### config.mk
export PLATFORM = sky130hd
export DESIGN_NAME = ni_local
export DESIGN_NICKNAME = d
export VERILOG_FILES = /design/src/rtl/ni_local.sv
export SDC_FILE = /design/constraint.sdc
export NUM_CORES = 1
export LEC_CHECK = 0
export CORE_UTILIZATION = 59
export DETAILED_ROUTE_END_ITERATION = 16
export PLACE_DENSITY = 0.8
export SKIP_CTS_REPAIR_TIMING = 1
export SLEW_MARGIN = 20
export SYNTH_ARGS = -nofsm -noshare
export SYNTH_HDL_FRONTEND = slang
export SYNTH_SLANG_ARGS = --single-unit
### constraint.sdc
create_clock -name clk -period 5.6 [get_ports clk]
set_input_delay 1.12 -clock clk [delete_from_list [all_inputs] [get_ports clk]]
set_output_delay 1.12 -clock clk [all_outputs]
set_load 0.01 [all_outputs]
### src/rtl/ni_local.sv
// Local NI: core packets -> head/body/tail flits on router port 4; router port 4 flits -> core FIFO.
// Latency: injected flits registered one cycle after the decision; ejection FIFO is show-ahead, acks one cycle after pop.
// Backpressure: per-VC credits gate injection; full FIFO drops and sets sticky ej_ovf. Optional NI_STATS_EN adds packet counters.

`ifndef DATA_WIDTH
`define DATA_WIDTH 34
`endif
`ifndef VCH_WIDTH
`define VCH_WIDTH 4
`endif
`ifndef VCH_WIDTH_NUM
`define VCH_WIDTH_NUM 2
`endif

module ni_local #(
    parameter int ROUTERID  = 0,
    parameter int BUF_DEPTH = 4,
    parameter int LEN_W     = 4
) (
    input  logic                          clk,
    input  logic                          reset,
    input  logic                          pkt_valid,
    input  logic [3:0]                    pkt_dst,
    input  logic [LEN_W-1:0]              pkt_len,
    output logic                          pkt_ready,
    input  logic                          pay_valid,
    input  logic [`DATA_WIDTH-3:0]        pay_data,
    output logic                          pay_ready,
    output logic [`DATA_WIDTH-1:0]        inj_data,
    output logic                          inj_valid,
    output logic [`VCH_WIDTH_NUM-1:0]     inj_vch,
    input  logic [`VCH_WIDTH-1:0]         inj_ack,
    input  logic [`VCH_WIDTH-1:0]         inj_rdy,
    input  logic [`VCH_WIDTH-1:0]         inj_lck,
    input  logic [`DATA_WIDTH-1:0]        ej_data_in,
    input  logic                          ej_valid_in,
    input  logic [`VCH_WIDTH_NUM-1:0]     ej_vch_in,
    output logic [`VCH_WIDTH-1:0]         ej_ack_out,
    output logic [`VCH_WIDTH-1:0]         ej_lck_out,
    output logic                          ej_valid,
    output logic [`DATA_WIDTH-1:0]        ej_data,
    output logic [`VCH_WIDTH_NUM-1:0]     ej_vch,
    input  logic                          ej_ready,
`ifdef NI_STATS_EN
    output logic [15:0]                   inj_pkt_cnt,
    output logic [15:0]                   ej_pkt_cnt,
`endif
    output logic                          ej_ovf
);

    localparam int DW  = `DATA_WIDTH;
    localparam int NV  = `VCH_WIDTH;
    localparam int VW  = `VCH_WIDTH_NUM;
    localparam int CW  = $clog2(BUF_DEPTH + 1);
    localparam int FD  = BUF_DEPTH * NV;
    localparam int PW  = (FD > 1) ? $clog2(FD) : 1;
    localparam int NW  = $clog2(FD + 1);
    localparam logic [3:0] RID = 4'(ROUTERID);

    typedef enum logic [1:0] {S_IDLE, S_SEL, S_HEAD, S_BODY} state_t;

    // ---------------- injection ----------------
    state_t             r_state;
    state_t             w_state_nxt;
    logic [3:0]         r_dst;
    logic [LEN_W-1:0]   r_rem;
    logic [VW-1:0]      r_vc;
    logic [CW-1:0]      r_credit [NV];
    logic [DW-1:0]      r_inj_data;
    logic               r_inj_valid;
    logic [VW-1:0]      r_inj_vch;

    logic               w_pkt_ready;
    logic               w_pay_ready;
    logic               w_sel_ok;
    logic [VW-1:0]      w_sel_vc;
    logic [NV-1:0]      w_send;
    logic               w_flit_vld;
    logic [DW-1:0]      w_flit;
    logic               w_pay_fire;
    logic               w_last;

    assign w_last = (r_rem == LEN_W'(1));

    always_comb begin
        w_state_nxt = r_state;
        w_pkt_ready = 1'b0;
        w_pay_ready = 1'b0;
        w_sel_ok    = 1'b0;
        w_sel_vc    = '0;
        w_send      = '0;
        w_flit_vld  = 1'b0;
        w_flit      = '0;
        w_pay_fire  = 1'b0;

        // Descending scan so the lowest qualifying VC wins.
        for (int v = NV - 1; v >= 0; v--) begin
            if (inj_rdy[v] && !inj_lck[v] && (r_credit[v] != '0)) begin
                w_sel_ok = 1'b1;
                w_sel_vc = VW'(v);
            end
        end

        case (r_state)
            S_IDLE: begin
                w_pkt_ready = 1'b1;
                if (pkt_valid)
                    w_state_nxt = S_SEL;
            end
            S_SEL: begin
                if (w_sel_ok)
                    w_state_nxt = S_HEAD;
            end
            S_HEAD: begin
                w_flit_vld            = 1'b1;
                w_flit[DW-1 -: 2]     = 2'b01;
                w_flit[7:4]           = RID;
                w_flit[3:0]           = r_dst;
                w_send[r_vc]          = 1'b1;
                w_state_nxt           = S_BODY;
            end
            S_BODY: begin
                w_pay_ready = (r_credit[r_vc] != '0);
                if (pay_valid && w_pay_ready) begin
                    w_pay_fire        = 1'b1;
                    w_flit_vld        = 1'b1;
                    w_flit[DW-1 -: 2] = w_last ? 2'b10 : 2'b00;
                    w_flit[DW-3:0]    = pay_data;
                    w_send[r_vc]      = 1'b1;
                    if (w_last)
                        w_state_nxt = S_IDLE;
                end
            end
            default: w_state_nxt = S_IDLE;
        endcase
    end

    always_ff @(posedge clk) begin
        if (!reset) begin
            r_state     <= S_IDLE;
            r_dst       <= '0;
            r_rem       <= '0;
            r_vc        <= '0;
            r_inj_data  <= '0;
            r_inj_valid <= 1'b0;
            r_inj_vch   <= '0;
            for (int v = 0; v < NV; v++)
                r_credit[v] <= CW'(BUF_DEPTH);
        end else begin
            r_state     <= w_state_nxt;
            r_inj_valid <= w_flit_vld;
            r_inj_data  <= w_flit;
            r_inj_vch   <= w_flit_vld ? r_vc : '0;
            if (r_state == S_IDLE && pkt_valid) begin
                r_dst <= pkt_dst;
                r_rem <= (pkt_len == '0) ? LEN_W'(1) : pkt_len;
            end
            if (r_state == S_SEL && w_sel_ok)
                r_vc <= w_sel_vc;
            if (w_pay_fire)
                r_rem <= r_rem - 1'b1;
            // Ack and send together cancel; acks beyond a full buffer are ignored.
            for (int v = 0; v < NV; v++) begin
                case ({inj_ack[v], w_send[v]})
                    2'b10: if (r_credit[v] != CW'(BUF_DEPTH))
                               r_credit[v] <= r_credit[v] + 1'b1;
                    2'b01: r_credit[v] <= r_credit[v] - 1'b1;
                    default: ;
                endcase
            end
        end
    end

    assign pkt_ready = w_pkt_ready & reset;
    assign pay_ready = w_pay_ready & reset;
    assign inj_data  = r_inj_data;
    assign inj_valid = r_inj_valid;
    assign inj_vch   = r_inj_vch;

    // ---------------- ejection ----------------
    logic [DW-1:0]      r_mem_dat [FD];
    logic [VW-1:0]      r_mem_vch [FD];
    logic [PW-1:0]      r_wr;
    logic [PW-1:0]      r_rd;
    logic [NW-1:0]      r_cnt;
    logic [NV-1:0]      r_ack;
    logic [NV-1:0]      r_lck;
    logic               r_ovf;

    logic               w_ej_vld;
    logic               w_full;
    logic               w_pop;
    logic               w_push;
    logic [1:0]         w_in_type;
    logic               w_pop_tail;

    assign w_ej_vld   = (r_cnt != '0);
    assign w_full     = (r_cnt == NW'(FD));
    assign w_pop      = w_ej_vld & ej_ready;
    // A full FIFO still accepts when the head leaves in the same cycle.
    assign w_push     = ej_valid_in & (!w_full | w_pop);
    assign w_in_type  = ej_data_in[DW-1 -: 2];
    assign w_pop_tail = w_pop & (r_mem_dat[r_rd][DW-1 -: 2] == 2'b10);

    always_ff @(posedge clk) begin
        if (w_push) begin
            r_mem_dat[r_wr] <= ej_data_in;
            r_mem_vch[r_wr] <= ej_vch_in;
        end
    end

    always_ff @(posedge clk) begin
        if (!reset) begin
            r_wr  <= '0;
            r_rd  <= '0;
            r_cnt <= '0;
            r_ack <= '0;
            r_lck <= '0;
            r_ovf <= 1'b0;
        end else begin
            if (w_push)
                r_wr <= (r_wr == PW'(FD - 1)) ? '0 : r_wr + 1'b1;
            if (w_pop)
                r_rd <= (r_rd == PW'(FD - 1)) ? '0 : r_rd + 1'b1;
            case ({w_push, w_pop})
                2'b10:   r_cnt <= r_cnt + 1'b1;
                2'b01:   r_cnt <= r_cnt - 1'b1;
                default: ;
            endcase
            r_ack <= w_pop ? (NV'(1) << r_mem_vch[r_rd]) : '0;
            if (w_push && w_in_type == 2'b01)
                r_lck[ej_vch_in] <= 1'b1;
            else if (w_push && w_in_type == 2'b10)
                r_lck[ej_vch_in] <= 1'b0;
            if (ej_valid_in && !w_push)
                r_ovf <= 1'b1;
        end
    end

    assign ej_valid   = w_ej_vld;
    assign ej_data    = w_ej_vld ? r_mem_dat[r_rd] : '0;
    assign ej_vch     = w_ej_vld ? r_mem_vch[r_rd] : '0;
    assign ej_ack_out = r_ack;
    assign ej_lck_out = r_lck;
    assign ej_ovf     = r_ovf;

`ifdef NI_STATS_EN
    logic [15:0] r_inj_pkt_cnt;
    logic [15:0] r_ej_pkt_cnt;

    always_ff @(posedge clk) begin
        if (!reset) begin
            r_inj_pkt_cnt <= '0;
            r_ej_pkt_cnt  <= '0;
        end else begin
            if (w_pay_fire && w_last)
                r_inj_pkt_cnt <= r_inj_pkt_cnt + 1'b1;
            if (w_pop_tail)
                r_ej_pkt_cnt <= r_ej_pkt_cnt + 1'b1;
        end
    end

    assign inj_pkt_cnt = r_inj_pkt_cnt;
    assign ej_pkt_cnt  = r_ej_pkt_cnt;
`else
    logic w_unused_pop_tail;
    assign w_unused_pop_tail = w_pop_tail;
`endif

endmodule
==> impl_summary.log <==
[metrics] status: completed
[metrics] combined area of all synthesized cells: 25,700 um^2
[metrics] Levels on crit path: 5
[metrics] post-placement worst setup slack: 1140 ps
[metrics] die area: 44,500 um^2
[metrics] class of the most critical hold timing path: reg -> reg
[metrics] cells on worst reg2reg path: 10
[metrics] die width: 211 um
[metrics] post-route standard cell area excluding fillers: 30,600 um^2
[metrics] crit path time final: 4540 ps
[metrics] count of mapped cells out of synthesis: 1,274
[metrics] Syn Nets: 1,391
[metrics] CP max FO: 18
[metrics] post-synthesis async set-or-reset flop share: 0%
[metrics] WL final: 61,400 um
[metrics] flops & latches, synth: 665
[metrics] portion of total power attributed to combinational logic: 23.1%
[metrics] smallest setup slack after layout: 1060 ps
[metrics] first-pass GRT wire length: 90,200 um
[metrics] termination of the worst setup path: ej_vch[0]
[metrics] die extent in y: 211 um
[metrics] FMAX: 0.220 GHz
[metrics] clock tree from TritonCTS: built
[metrics] Worst-path clk slew: 60 ps
[metrics] leading area contributor after synthesis: sky130_fd_sc_hd__edfxtp_1
[metrics] CP dominant cell by count: sky130_fd_sc_hd__mux4_2
[metrics] drt first-iter violations: 1,780
[metrics] worst reg2reg startpoint: r_state[1]$_SDFFE_PN0P_
[metrics] sum of negative setup slack: 0 ps
[metrics] core region area: 43,100 um^2
[metrics] internal power contribution: 9.65 mW
[metrics] Worst IR Drop VDD: 0.296 mV
[metrics] area share of the largest cell type after synthesis: 68.6%
[metrics] number of enable-type register cells in the synthesized netlist: 588
[metrics] diode insertion count for antenna repair: 0
[metrics] number of pins exceeding their max-slew limit in the final report: 0
[metrics] largest cells by area after synthesis: sky130_fd_sc_hd__edfxtp_1, sky130_fd_sc_hd__mux4_2, sky130_fd_sc_hd__dfxtp_1, sky130_fd_sc_hd__ha_1, sky130_fd_sc_hd__and2_1
[metrics] Switching Power: 3.48 mW
[metrics] number of global-route vias before repair: 14,022
[metrics] CTS H-Tree Depth: 3
[metrics] port buffer count: 178
[metrics] ordered cell list for the critical path: buf_4 -> mux4_2 -> mux4_2 -> and2_1 -> clkdlybuf4s50_1
[metrics] worst-margin pin slew: 986 ps
[metrics] Netlist cell types: 55
[metrics] most frequently used flop master after synthesis: sky130_fd_sc_hd__edfxtp_1
[metrics] Seq. cell area: 19,200 um^2
[metrics] vias per std cell: 6.42
[metrics] Sequential Power Share: 43.6%
[metrics] TritonRoute pass-1 iters: 5
[metrics] remaining number of nets flagged by the antenna check after routing: 0
[metrics] I/O Pins: 179
[metrics] fraction of layout instances using a drive strength above 1: 21.6%
[metrics] Power, Total: 13.1 mW
[metrics] Clock Power Share: 33.3%
[metrics] post-detailed-route DRC marker count: 0
[metrics] maximum buffer depth of the clock tree: 3
[metrics] number of nets in the finished design: 1,611
[metrics] Post-Place Cell Area: 28,500 um^2
[metrics] largest net degree at the start of global routing: 65
[metrics] vias: 13,682
[metrics] Arr. time, crit path: 3420 ps
[metrics] delay-heaviest family, CP: multiplexers
[metrics] cell row count: 76
[metrics] number of endpoints with negative hold slack in the final report: 0
[metrics] static leakage: 9.77 nW
[metrics] fill cell instance count of the final layout: 2,428
[metrics] max-slew headroom at the worst pin: 34.3%
[metrics] cell with the largest stage delay on the worst path: sky130_fd_sc_hd__dfxtp_4
[metrics] Worst Setup End Kind: output port
[metrics] Clock Tree Root: sky130_fd_sc_hd__clkbuf_16
[metrics] initial standard-cell utilization of the core: 59.8%
[metrics] remaining global-route overflow: 0
[metrics] antenna violations before repair: 3
[metrics] Inserted Clock Buffers: 66
[metrics] critical path buffer and inverter count: 2
[metrics] Max Cap Violations: 0
[metrics] Fin Clk Skew: 34.7 ps
[metrics] total of warnings raised by yosys: 0
[metrics] area taken by multi-input logic gates: 6310 um^2
[metrics] GP Congestion: 0.824
[metrics] per-instance average area after synthesis: 20.2 um^2
[metrics] worst reg2reg setup slack: 2030 ps
[metrics] Sink Count: 665
[metrics] unrepaired setup endpoints after global routing: false
[metrics] detailed placement HPWL: 31,600 um
[metrics] pwr/cell area: 429 nW/um^2
[metrics] final routed wire length divided by cell count: 28.8 um
[metrics] latest clock arrival within the worst-skew pair: 600 ps
[metrics] final critical-path share of the clock period: 81.1%
[metrics] longest individual stage delay on the worst path: 600 ps
[metrics] startpoint type of the worst setup path: flop
[metrics] Worst R2R End: r_credit[1][2]$_SDFFCE_PN1P_
[metrics] part of the Yosys area used for sequential elements: 74.6%
[metrics] number of failing setup endpoints in the final timing report: 0
[metrics] area delta synth->final: 18.8%
[metrics] fraction of power spent switching nets: 26.5%
[metrics] critical path required time: 4480 ps
[metrics] worst setup path category: reg -> out
[metrics] GRT Resource Usage Total: 28.5%
-- worst reg2reg max path, delay by kind of cell (launching register included) --
| family | cells | cell delay [ps] |
|---|---|---|
| AO/OA/AOI/OAI | 2 | 240 |
| XOR/XNOR | 1 | 180 |
| adder cells (fa/ha/maj) | 2 | 680 |
| flip-flops | 1 | 660 |
| AND/OR/NAND/NOR | 5 | 1550 |
-- Yosys cell counts (3+ instances only) --
library cell	instances
sky130_fd_sc_hd__xor2_1	5
sky130_fd_sc_hd__fa_1	4
sky130_fd_sc_hd__buf_1	10
sky130_fd_sc_hd__clkbuf_1	41
sky130_fd_sc_hd__nand2_1	35
sky130_fd_sc_hd__o21ai_0	12
sky130_fd_sc_hd__a211oi_1	4
sky130_fd_sc_hd__nor2_1	55
sky130_fd_sc_hd__inv_1	29
sky130_fd_sc_hd__or3_1	3
sky130_fd_sc_hd__a32o_1	4
sky130_fd_sc_hd__mux2i_1	5
sky130_fd_sc_hd__or4_1	3
sky130_fd_sc_hd__nor4_1	6
sky130_fd_sc_hd__nor3_1	22
sky130_fd_sc_hd__nor2b_1	3
sky130_fd_sc_hd__nor3b_1	3
sky130_fd_sc_hd__nand3_1	11
sky130_fd_sc_hd__nand2b_1	7
sky130_fd_sc_hd__o21ai_1	4
sky130_fd_sc_hd__o311ai_1	3
sky130_fd_sc_hd__a21oi_1	26
sky130_fd_sc_hd__and3_1	34
sky130_fd_sc_hd__dfxtp_1	77
sky130_fd_sc_hd__edfxtp_1	588
sky130_fd_sc_hd__buf_2	9
sky130_fd_sc_hd__mux4_2	180
sky130_fd_sc_hd__ha_1	19
sky130_fd_sc_hd__and2_1	37
-- sequential cells by signal, indices dropped and copies added (netlist names), 2 cells and up, named ones only --
register,count
r_mem_dat,544
r_mem_vch,32
inj_data,34
inj_vch,2
r_rem,4
r_cnt,5
r_vc,2
r_wr,4
r_dst,4
r_rd,4
ej_ack_out,4
r_credit,12
r_state,2
-- layout by cell type (no fill, tap or decap), drive strengths merged, types with 33 or more instances in the layout --
cell type      instances
and3                  34
edfxtp               588
mux4                 180
and2                  38
dfxtp                 77
nand2                 35
nor2                  55
buf                   34
clkdlybuf4s50        178
inv                   33
clkbuf                84
-- how the worst min path moves through the flow --
stage / endpoint / cells after the start / slack, ps / start
after global placement: r_dst[0]$_SDFFE_PN0P_ / 2 / 440 / r_dst[0]$_SDFFE_PN0P_
final: r_dst[2]$_SDFFE_PN0P_ / 2 / 470 / r_dst[2]$_SDFFE_PN0P_
after global routing: r_dst[2]$_SDFFE_PN0P_ / 2 / 480 / r_dst[2]$_SDFFE_PN0P_
after detailed placement: r_dst[2]$_SDFFE_PN0P_ / 2 / 460 / r_dst[2]$_SDFFE_PN0P_
after CTS: r_dst[2]$_SDFFE_PN0P_ / 2 / 470 / r_dst[2]$_SDFFE_PN0P_
after floorplan: r_dst[0]$_SDFFE_PN0P_ / 2 / 440 / r_dst[0]$_SDFFE_PN0P_
-- power groups by stage --
stage / logic [mW] / clock network (mW) / registers (mW)
CTS: 3.07 / 4.43 / 5.72
finish: 3.03 / 4.38 / 5.72
floorplan: 1.93 / 0 / 5.73
detailed placement: 3.00 / 0 / 5.82
global placement: 2.96 / 0 / 5.81
global route: 3.23 / 4.61 / 5.74
-- metrics by stage --
| step | cells | util, % | hold slack (ps) |
|---|---|---|---|
| 6_report | 2132 | 71.0 | 467 |
| 5_1_grt | 2132 | 71.0 | 479 |
| 4_1_cts | 2132 | 71.0 | 466 |
| 3_5_place_dp | 2011 | 66.1 | 455 |
| 3_3_place_gp | 2011 | 66.1 | 442 |
| 2_1_floorplan | 1274 | - | 436 |
-- routing by layer --
layer	global-route usage, %	vias to the layer above	part of all wire [%]
met5	0	-	0.052
met4	11.6	4	3.6
met3	5.78	154	9.8
met2	47.1	927	50
met1	37.4	6966	36
li1	-	5631	-
-- kinds of logic after synthesis --
kind of cell,after synthesis,synth area share (%)
AO/OA/AOI/OAI,71,1.88
XOR/XNOR,7,0.238
adder cells (fa/ha/maj),23,1.23
buffers and inverters,91,1.37
flip-flops,665,74.6
multiplexers,187,16.0
AND/OR/NAND/NOR,230,4.70
-- final cells by class --
cell class                 count  share of cell area, %
timing repair buffer         212                   6.90
inverter                      31                  0.380
clock inverter                37                   1.10
sequential                   665                   62.8
clock buffer                  84                   5.82
tap                          585                   2.39
multi-input combinational    518                   20.6
No activity file was read; power rests on OpenSTA's default activity.
